[src/rtl/tapped_shreg.sv]
// Parametrised tapped shift register: configurable depth, two inverting taps,
// shift enable, synchronous parallel load, run-time direction and fill flag.
module tapped_shreg #(
   parameter int               DEPTH = 16,
   parameter int               TAPA  = 1,
   parameter int               TAPB  = 2,
   parameter int               INVA  = 0,
   parameter int               INVB  = 0,
   parameter logic [DEPTH-1:0] INIT  = '0
) (
   input  logic             clk,
   input  logic             nRST,
   input  logic             en,
   input  logic             dir,
   input  logic             sin,
   input  logic             load,
   input  logic [DEPTH-1:0] pdata,
   output logic [DEPTH-1:0] q,
   output logic             outa,
   output logic             outb,
   output logic             sout,
   output logic             full
);

   localparam int                CNT_W   = $clog2(DEPTH + 1);
   localparam logic [CNT_W-1:0] CNT_MAX = CNT_W'(DEPTH);

   // Reject illegal configurations at elaboration instead of clamping them.
   if (DEPTH < 2 || DEPTH > 64) begin : g_bad_depth
      $error("tapped_shreg: DEPTH=%0d outside 2..64", DEPTH);
   end
   if (TAPA < 0 || TAPA >= DEPTH) begin : g_bad_tapa
      $error("tapped_shreg: TAPA=%0d must be in 0..DEPTH-1", TAPA);
   end
   if (TAPB < 0 || TAPB >= DEPTH) begin : g_bad_tapb
      $error("tapped_shreg: TAPB=%0d must be in 0..DEPTH-1", TAPB);
   end
   if (INVA != 0 && INVA != 1) begin : g_bad_inva
      $error("tapped_shreg: INVA=%0d must be 0 or 1", INVA);
   end
   if (INVB != 0 && INVB != 1) begin : g_bad_invb
      $error("tapped_shreg: INVB=%0d must be 0 or 1", INVB);
   end

   logic [DEPTH-1:0] r_q;
   logic [CNT_W-1:0] r_cnt;

   // Load beats shift; the fill count only advances on shifts and stops at DEPTH.
   always_ff @(posedge clk or negedge nRST) begin
      if (!nRST) begin
         r_q   <= INIT;
         r_cnt <= '0;
      end else if (load) begin
         r_q   <= pdata;
         r_cnt <= CNT_MAX;
      end else if (en) begin
         if (dir) begin
            r_q <= {sin, r_q[DEPTH-1:1]};
         end else begin
            r_q <= {r_q[DEPTH-2:0], sin};
         end
         if (r_cnt != CNT_MAX) begin
            r_cnt <= r_cnt + CNT_W'(1);
         end
      end
   end

   logic w_inva;
   logic w_invb;

   assign w_inva = (INVA != 0);
   assign w_invb = (INVB != 0);

   assign q    = r_q;
   assign outa = r_q[TAPA] ^ w_inva;
   assign outb = r_q[TAPB] ^ w_invb;
   assign sout = dir ? r_q[0] : r_q[DEPTH-1];
   assign full = (r_cnt == CNT_MAX);

endmodule

[config.mk]
export PLATFORM = sky130hd
export DESIGN_NAME = tapped_shreg
export DESIGN_NICKNAME = d
export VERILOG_FILES = /design/src/rtl/tapped_shreg.sv
export SDC_FILE = /design/constraint.sdc
export NUM_CORES = 1
export LEC_CHECK = 0
export CAP_MARGIN = 20
export CORE_MARGIN = 2
export CORE_UTILIZATION = 45
export DETAILED_ROUTE_END_ITERATION = 10
export GPL_TIMING_DRIVEN = 0
export PLACE_DENSITY = 0.77
export SYNTH_ARGS = -nofsm -noshare
export SYNTH_HDL_FRONTEND = slang
export SYNTH_SLANG_ARGS = --single-unit
[constraint.sdc]
create_clock -name clk -period 1.5 [get_ports clk]
set_input_delay 0.3 -clock clk [delete_from_list [all_inputs] [get_ports clk]]
set_output_delay 0.3 -clock clk [all_outputs]
set_load 0.02 [all_outputs]
## After elaboration in Yosys (flattened, before gate mapping)

Cells that the tools add are included.

- Equality and inequality tests: 2
- Add/subtract/negate cells: 1
- Reduce and logical (&&, ||, !) cells: 3
- Muxes and demuxes: 7

Operators by type and width:

| cell | number |
|---|---|
| two-way mux 16 bit | 3 |
| two-way mux 5 bit | 3 |
| adder 5 x 1 -> 5 bit (second input constant) | 1 |
| equality test 5 bit (second input constant) | 1 |
| inequality test 5 bit (second input constant) | 1 |
| nonzero test 2 bit | 2 |
| AND reduction 2 bit | 1 |
| two-way mux 1 bit | 1 |

- Bits of input ports: 22
- Logic and storage cells: 15
- Register bits: 21
- Output and inout port bits: 20

## Depth between registers and ports, before layout

- Depth in word-level cells: 4
- Depth in mapped cells: 5
- Mapped depth without buffers: 5

## Worst setup path after synthesis

No wires, ideal clock.

- Path kind: register to register
- From: register r_cnt[0]
- To: register r_cnt[0]
- Required time: 1375 ps
- Period minus slack after synthesis: 1595 ps
- Stages on the path, launching flop included: 6
- Buffers on the path: 0
- Arrival time: 1470 ps
- Setup time: 125 ps
- Slack: -95 ps
- Path through: dfrtp_1 inv_1 ha_1 nor4bb_4 nor2b_2 mux2_4

- Cells in the longest elaborated chain, start to end: 4
- Elaborated cells on any way between the ends: 7
- Those cells by class: add/sub: 1; eq/ne: 1; mux: 3; reduce/logical: 2

Ends and longest elaborated chain:

| what | RTL line | RTL |
|---|---|---|
| start: declaration | 46 | `logic [CNT_W-1:0] r_cnt;` |
| start signal: assignment | 63 | `r_cnt <= r_cnt + CNT_W'(1);` |
| adder 5 x 1 -> 5 bit | 63 |  |
| two-way mux 5 bit | 62 | `if (r_cnt != CNT_MAX) begin` |
| two-way mux 5 bit | 56 | `end else if (en) begin` |
| two-way mux 5 bit | 53 | `end else if (load) begin` |

Several ways; a longest one is shown, not always the timed one. The select of a mux whose other input is x is not followed.
A chain may end at the register's enable or synchronous reset.

## Final worst setup path

- From: register r_cnt[0]
- To: output full

- Cells in the longest elaborated chain, start to end: 1

Ends and longest elaborated chain:

| what | RTL line | RTL |
|---|---|---|
| equality test 5 bit | 78 | `assign full = (r_cnt == CNT_MAX);` |
| end: declaration | 22 | `output logic full` |

No other way between the ends.

==> key figures <==
Run status
  • Outcome: finished with violations
  • Failing checks: negative setup slack

Critical path
  • CP endpoint kind: primary output
  • R2r endpoint: r_cnt[2]$_DFFE_PN0P_
  • Crit path max fanout: 2
  • WP data arrival: 1.33 ns
  • R2R cell count: 6
  • Critical path start-end classification: reg -> out
  • Setup crit end: full
  • Critical path origin: r_cnt[0]$_DFFE_PN0P_
  • FF-to-FF Start: r_cnt[0]$_DFFE_PN0P_
  • Crit path required time: 1.20 ns
  • Reg-to-reg slack, setup: 0.04 ns
  • Startpoint types: flop

Floorplan
  • Initial Util: 0.463
  • Die Y: 56.6 um
  • Die Wd: 56.6 um
  • IO Pins: 42
  • Core area: 2690 sq um
  • Rows: 19
  • Die area: 3200 sq um

Synthesis
  • Count leader, synth: dfrtp_1
  • Top FF cell, synth: dfrtp_1
  • Synth Register Bits: 21
  • Largest area contributor in the synthesized netlist: dfrtp_1
  • Seq/Total Area, Yosys: 0.422
  • Net Count, Synth: 144
  • Synthesis Warnings: 0
  • Asr flop ratio synth: 1.00
  • Synth Area per Inst: 10.4 sq um
  • Commonest cells in the netlist: dfrtp_1, nor2_1, mux2i_1
  • EDFF count, synth: 0
  • Ranking of synthesized cells by area: dfrtp_1, mux2i_1, a211oi_1
  • Top cell type's share of synthesized area: 0.422
  • Syn Inst Count: 120
  • Post-Syn Area: 1240 sq um
  • Cell variety after synth: 23

Layout
  • Final Non-Filler Cells: 204
  • Sequential Area: 526 sq um
  • Area of the multi-input gates: 664 sq um
  • Share of layout cells above drive strength 1: 0.208
  • Fin area: 1790 sq um
  • Total Nets Final: 198
  • Antenna cells: 0
  • Fill count: 237
  • Synth-to-layout area growth: 43.4%

GRT
  • Gr ovfl total: 0
  • Global router's overall resource usage: 0.197
  • Vias in the first global route: 1136
  • Initial antenna violation count: 0
  • Largest net degree at the start of global routing: 22
  • First-pass GRT wire length: 5020 um

Timing
  • Final Critical Period: 1.63 ns
  • Final Hold Viols: 0
  • Worst slew pin tran: 0.538 ns
  • Final Max Tran Viols: 0
  • Final WS setup: -0.130 ns
  • Max-slew headroom: 0.640
  • Final Cycle Share: 1.09
  • Fmax: 614 MHz
  • Clock skew: 0.00440 ns
  • Hold_ws: 0.325 ns
  • Final setup fails: 1
  • Setup TNS: -0.130 ns
  • RSZ-0062 raised after global routing: true

Routing
  • Drt wl/cell: 15.4 um
  • DR pass1 iterations: 5
  • Total Wirelength: 3140 um
  • Routed vias/inst: 5.48
  • Initial drt markers: 14
  • DRC violations left: 0
  • ANT nets after route: 0
  • Via Count: 1117

Worst hold path
  • HP Class: in -> async

CTS
  • CTS tree: done
  • CTS max path bufs: 2
  • Skew-Pair Late Insertion Delay: 0.31 ns
  • CTS H-Tree Depth: 1
  • CTS Hold Bufs: 0
  • CTS Buf Count: 3
  • Clock transition at path regs: 0.13 ns
  • Root Buffer: clkbuf_4
  • Sink Count: 21

Placed design
  • DP Area: 1660 sq um
  • Placed cells: 189
  • RePlAce Congestion: 0.805
  • Hpwl dp: 2170 um
  • Port Buffers: 38

Power and ir drop
  • Clk pwr share: 0.207
  • Switching pwr: 0.441 mW
  • Cell leakage power: 0.899 nW
  • Largest vdd supply drop: 600 uV
  • Pint: 0.925 mW
  • Sw frac: 0.323
  • Power per Cell Area: 765 nW/um^2
  • Gate power share: 0.311
  • Register share of total power: 0.482
  • Total power: 1.37 mW

Flow run
  • Max-cap violations: 0
[critical path, stage by stage (launching register included)]
cell      delay, ns
dfrtp_1        0.42
inv_2          0.08
ha_4           0.12
nor4bb_4       0.21
buf_4          0.19
[layer usage]
metal | part of all wire | vias up | track usage | wire [um]
li1 | - | 534 | - | -
met1 | 0.44 | 541 | 0.258 | 1380
met2 | 0.50 | 38 | 0.329 | 1570
met3 | 0.053 | 4 | 0.0415 | 166
met4 | 0.0099 | 0 | 0.0544 | 31
met5 | 0 | - | 0 | 0
[layout make-up]
cell class	instances	share of cell area
tap	31	0.0217
buffer	12	0.0434
clock inverter	1	0.00280
clock buffer	3	0.0126
multi-input combinational	85	0.372
inverter	2	0.00420
timing repair buffer	49	0.249
sequential	21	0.294
[flip-flops by register name (all words and copies together) (netlist names)]
name,cells
q,16
r_cnt,5
[cell usage in the layout, fill, tap and decap left out, drive strengths merged]
master and n:
clkdlybuf4s15 1, a21o 16, clkbuf 5, inv 2
nand4 2, xor2 2, or3 1, buf 24
clkdlybuf4s50 18, a21oi 1, nand2b 3, a211oi 16
nor2b 1, mux2 2, nor4bb 1, nor2 19
dlygate4sd2 16, dfrtp 21, nand2 2, mux2i 17
ha 2, clkinv 1
[worst min-delay path by stage]
stage                                    start                    to  cells past startpoint
after detailed placement  r_cnt[4]$_DFFE_PN0P_  r_cnt[4]$_DFFE_PN0P_                      2
after CTS                                 load  r_cnt[1]$_DFFE_PN0P_                      3
after floorplan                           nRST      q[0]$_DFFE_PN0P_                      0
after global placement    r_cnt[4]$_DFFE_PN0P_  r_cnt[4]$_DFFE_PN0P_                      2
final                                     nRST      q[3]$_DFFE_PN0P_                      1
after global routing                      nRST      q[2]$_DFFE_PN0P_                      1
[cells by family (layout without fill, tap and decap cells)]
group / count (synthesis) / in the layout / share of synthesized area
AO/OA/AOI/OAI: 33 / 33 / 0.197
AND/OR/NAND/NOR: 29 / 29 / 0.121
flip-flops: 21 / 21 / 0.422
multiplexers: 19 / 19 / 0.158
buffers and inverters: 14 / 67 / 0.0683
adder cells (fa/ha/maj): 2 / 2 / 0.0201
XOR/XNOR: 2 / 2 / 0.0141
[repair_timing]
action / CTS / global route
setup endpoints to repair: 20 / 5
resized for setup: 31 / 10
gates cloned: 0 / 0
buffers inserted: 6 / 5
pin swaps: 0 / 3
[metrics by stage]
| step | util | setup WS, ns |
|---|---|---|
| CTS | 0.636 | -0.194 |
| finish | 0.665 | -0.130 |
| global route | 0.665 | -0.205 |
| detailed placement | 0.619 | -0.401 |
| floorplan | - | -0.00902 |
| global placement | 0.619 | -0.353 |
[power groups by stage]
stage	combinational, mW	sequential (mW)	clock (mW)
3_3_place_gp	0.421	0.673	0
3_5_place_dp	0.428	0.674	0
6_report	0.425	0.659	0.283
2_1_floorplan	0.176	0.718	0
5_1_grt	0.458	0.664	0.309
4_1_cts	0.411	0.657	0.286
Note: power is estimated with default switching activity, not from simulation.
